File: src/rtl/result_drain.sv
// result_drain: captures one NxN product matrix (row-major) into a single buffer,
// then drains it as a valid/ready stream tagged with row/column indices.
module result_drain #(
   parameter int unsigned DW = 10,
   parameter int unsigned N  = 3
) (
   input  logic          clk,
   input  logic          rst_n,
   input  logic          clear,
   input  logic          res_valid,
   input  logic [DW-1:0] res_data,
   input  logic          res_last,
   output logic          res_ready,
   output logic          out_valid,
   output logic [DW-1:0] out_data,
   output logic [1:0]    out_row,
   output logic [1:0]    out_col,
   input  logic          out_ready,
   output logic          done,
   output logic          err
);

   localparam int unsigned NE = N * N;
   localparam int unsigned CW = $clog2(NE);

   typedef enum logic {
      FILL,
      DRAIN
   } state_t;

   state_t        state;
   state_t        state_next;
   logic [CW-1:0] wr_cnt;
   logic [CW-1:0] rd_cnt;
   logic [DW-1:0] buffer [NE];
   logic          accept;
   logic          xfer;
   logic          wr_last;
   logic          rd_last;

   assign res_ready = (state == FILL);
   assign out_valid = (state == DRAIN);
   assign accept    = res_valid && res_ready;
   assign xfer      = out_ready && out_valid;
   assign wr_last   = (wr_cnt == CW'(NE - 1));
   assign rd_last   = (rd_cnt == CW'(NE - 1));

   always_ff @(posedge clk or negedge rst_n) begin
      if (!rst_n) begin
         state <= FILL;
      end else begin
         state <= state_next;
      end
   end

   always_comb begin
      state_next = state;
      if (clear) begin
         state_next = FILL;
      end else begin
         unique case (state)
            FILL:    if (accept && wr_last) state_next = DRAIN;
            DRAIN:   if (xfer && rd_last)   state_next = FILL;
            default: state_next = FILL;
         endcase
      end
   end

   // out_* are preloaded with element 0 on the final accept so the first DRAIN
   // cycle already presents valid registered data.
   always_ff @(posedge clk or negedge rst_n) begin
      if (!rst_n) begin
         wr_cnt   <= '0;
         rd_cnt   <= '0;
         buffer   <= '{default: '0};
         out_data <= '0;
         out_row  <= '0;
         out_col  <= '0;
         done     <= 1'b0;
         err      <= 1'b0;
      end else if (clear) begin
         wr_cnt   <= '0;
         rd_cnt   <= '0;
         out_data <= '0;
         out_row  <= '0;
         out_col  <= '0;
         done     <= 1'b0;
         err      <= 1'b0;
      end else begin
         done <= 1'b0;
         if (accept) begin
            buffer[wr_cnt] <= res_data;
            wr_cnt         <= wr_last ? '0 : wr_cnt + 1'b1;
            if (res_last != wr_last) err <= 1'b1;
            if (wr_last) begin
               out_data <= buffer[0];
               out_row  <= '0;
               out_col  <= '0;
            end
         end
         if (xfer) begin
            if (rd_last) begin
               rd_cnt <= '0;
               done   <= 1'b1;
            end else begin
               rd_cnt   <= rd_cnt + 1'b1;
               out_data <= buffer[rd_cnt + 1'b1];
               if (out_col == 2'(N - 1)) begin
                  out_col <= '0;
                  out_row <= out_row + 1'b1;
               end else begin
                  out_col <= out_col + 1'b1;
               end
            end
         end
      end
   end

endmodule

File: config.mk
export PLATFORM = sky130hd
export DESIGN_NAME = result_drain
export DESIGN_NICKNAME = d
export VERILOG_FILES = /design/src/rtl/result_drain.sv
export SDC_FILE = /design/constraint.sdc
export NUM_CORES = 1
export LEC_CHECK = 0
export CAP_MARGIN = 20
export CORE_ASPECT_RATIO = 0.9
export CORE_UTILIZATION = 61
export CTS_CLUSTER_DIAMETER = 60
export CTS_CLUSTER_SIZE = 10
export DETAILED_ROUTE_END_ITERATION = 6
export PLACE_DENSITY = 0.86
export REMOVE_ABC_BUFFERS = 1
export SETUP_SLACK_MARGIN = 0.15
export SLEW_MARGIN = 20
export SYNTH_ARGS = -nofsm -noshare
export SYNTH_HDL_FRONTEND = slang
export SYNTH_SLANG_ARGS = --single-unit
export TNS_END_PERCENT = 20
File: constraint.sdc
create_clock -name clk -period 6.3 [get_ports clk]
set_input_delay 0.63 -clock clk [delete_from_list [all_inputs] [get_ports clk]]
set_output_delay 0.63 -clock clk [all_outputs]
set_load 0.01 [all_outputs]
==> results.cfg <==
[final_layout]
multi_input_area_mm2 = 0.002457
nets = 447
finish.utilization_pct = 74.93
drive_gt1_share_pct = 38.81
antennaDiodeCount = 0
nFillCells = 519
area_growth_pct = 18.51
regArea_mm2 = 0.002878

[global_routing]
grt_pass1_vias = 3815
antenna_found_initial = 0
overflow = 0
grt_max_degree = 87
grt_use_total_pct = 30.44
grt_pass1_wl_um = 20510

[setup_path]
path_class = flip-flop to flip-flop
end_kind = flip-flop
worstPathRequired_ps = 6630
cp_max_fo = 27
arrival_ps = 3410
start_kind = flip-flop

[clock_tree]
htreeDepth = 4
cts_made_buffers = 17
path_clk_slew_ps = 60
cts_setup_buffers = 0
ctsHoldBuffers = 0
cts_tree = built
clock-root-buffer = clkbuf_8
cts.sinks = 115
insertion_delay_ps = 520
cts_buffer_depth = 2
ctsResizeCount = 0

[sta]
fin_crit_sh_pct = 48.99
setup-violations-final = 0
slew_viol_final = 0
max_freq_ghz = 0.3240
period_needed_ps = 3087
tightest_slew_ps = 990.3
tns_ps = 0
relSlewSlack_pct = 33.84
hold_viol = 0
rsz0062_at_grt = no
clock_skew_ps = 8.597

[route]
vias_per_cell = 6.452
ant_nets = 0
wirelength_um = 12560
vias = 3594
wl_per_cell_um = 22.55
drc_errors = 0
drt_iter0_drc = 185
drtPass1Iterations = 4

[synth]
synth_top_area_share_pct = 52.87
async_flop_share_pct = 100.0
ys_ff_latch = 115
syn_area_per_cell_um2 = 14.17
synthTopCellsByArea = dfrtp_1 53%, mux2_2 19%, mux4_2 8.3%, a311oi_1 1.4%, ha_1 1.4%
synth_cell_type_count = 47
synth_top_area_cell = dfrtp_1
synth_edf_count = 0
ys_seq_area_share_pct = 52.87
synthesis.instances = 384
synth_ff_type = dfrtp_1
yosysWarnings = 0
synth_area_mm2 = 0.005443

[die]
initial_core_util_pct = 63.23
die_h_um = 91.61
core_mm2 = 0.008608
ios = 34
rows = 32
chipWidth_um = 101.6
die-area_mm2 = 0.009305

[pwr]
ir_worst_vdd_uv = 275.6
total_power_mw = 1.954
power.leakage_nw = 2.904
powerDensity_mw_per_mm2 = 302.9

[placed_design]
globalplace.congestion = 0.8294
hpwl_um = 7366
placement.io_buffers = 33

[worst_hold_path]
holdCritPathClass = primary input to async pin

[outcome]
status = completed

[job]
maxCapViolations = 0
## cells by family after synthesis
logic type	count (synthesis)	share of synthesized area [%]
muxes	114	27.68
AOI/OAI and AO/OA	50	7.104
adders and majority gates	6	1.379
and+or+nand+nor	73	8.184
xor gates and xnor gates	5	0.8046
DFF	115	52.87
buffers and inverters	21	1.977
## metal layers
metal  global-route usage [%]  vias to the layer above  wire (um)
met2                    45.78                      141       6236
met3                    8.918                       22        852
met1                    40.98                     1885       5197
li1                         -                     1546          -
met5                        0                        -          0
met4                    14.01                        0        273
## worst max-delay path: stages (launching register included)
cell      delay [ps]
dfrtp_1          340
buf_4            400
inv_1            160
ha_1             740
buf_4            370
mux4_2           530
a22oi_1          210
a311oi_1         130
## cell type report
cell class	count	share of cell area [%]
Clock buffer	18	6.634
Timing Repair Buffer	37	5.606
Sequential cell	115	44.62
Multi-Input combinational cell	248	38.10
Tap cell	119	2.308
Inverter	6	0.3492
Clock inverter	14	2.386
## per-stage QoR
stage	hold WS (ps)	setup slack (ps)	cells	cell area, um^2
floorplan	334.4	3186	369	5358
detailed placement	490.2	2944	525	5864
global placement	476.5	3077	525	5864
CTS	32.39	3177	557	6446
global route	49.04	3008	557	6450
finish	34.31	3213	557	6450
## state kept, by name, summed over array words and instances (netlist names)
| name | flops |
|---|---|
| out_data | 10 |
| done | 1 |
| out_row | 2 |
| out_valid | 1 |
| rd_cnt | 4 |
| buffer | 90 |
| err | 1 |
| wr_cnt | 4 |
| out_col | 2 |
## where the power goes
group          internal [mW]  switching [mW]  total, mW
Combinational         0.0975          0.0694      0.167
Sequential             0.809          0.0452      0.854
Clock                  0.577           0.356      0.933
## Yosys cell counts, types with 2 or more instances
library cell / number
buf_4: 4
nor2b_1: 2
dfrtp_1: 115
a21oi_1: 10
nand2_2: 9
and3b_1: 2
a211oi_1: 8
nor2_2: 3
ha_1: 6
nand2b_1: 2
mux2i_1: 2
nor4_1: 2
a221oi_1: 2
nor3_1: 3
buf_2: 5
and3_1: 8
mux2_2: 92
xor2_1: 4
a31oi_1: 4
nand3_1: 12
mux4_2: 20
a22oi_1: 9
o21ai_0: 2
a311oi_1: 9
nor2_1: 8
nand2_1: 10
nand3b_1: 2
inv_1: 6
clkbuf_1: 5
## layout by cell type (no fill, tap or decap), types with 6 or more instances in the layout
cell type        instances
a211oi_1                 8
a21oi_1                 10
a22oi_1                  9
a311oi_1                 9
and3_1                   8
clkbuf_16               16
clkdlybuf4s50_1         32
dfrtp_1                115
ha_1                     6
inv_1                    6
mux2_2                  92
mux4_2                  20
nand2_1                 10
nand2_2                  9
nand3_1                 12
nor2_1                   8
## final timing paths
| path | start | endpoint | slack (ps) | depth (start not counted) |
|---|---|---|---|---|
| worst max-delay path | rd_cnt[0]$_DFFE_PN0P_ | out_data[8]$_DFF_PN0_ | 3210 | 7 |
| worst min-delay path | rst_n | buffer[49]$_DFFE_PN0P_ | 30 | 1 |
| worst max register to register | rd_cnt[0]$_DFFE_PN0P_ | out_data[8]$_DFF_PN0_ | 3210 | 7 |
| worst min register to register | buffer[76]$_DFFE_PN0P_ | buffer[76]$_DFFE_PN0P_ | 500 | 1 |
| max in group asynchronous | rst_n | buffer[32]$_DFFE_PN0P_ | 5190 | 2 |
| min in group clk | buffer[76]$_DFFE_PN0P_ | buffer[76]$_DFFE_PN0P_ | 500 | 1 |
Power figures use the tool's default switching activity.
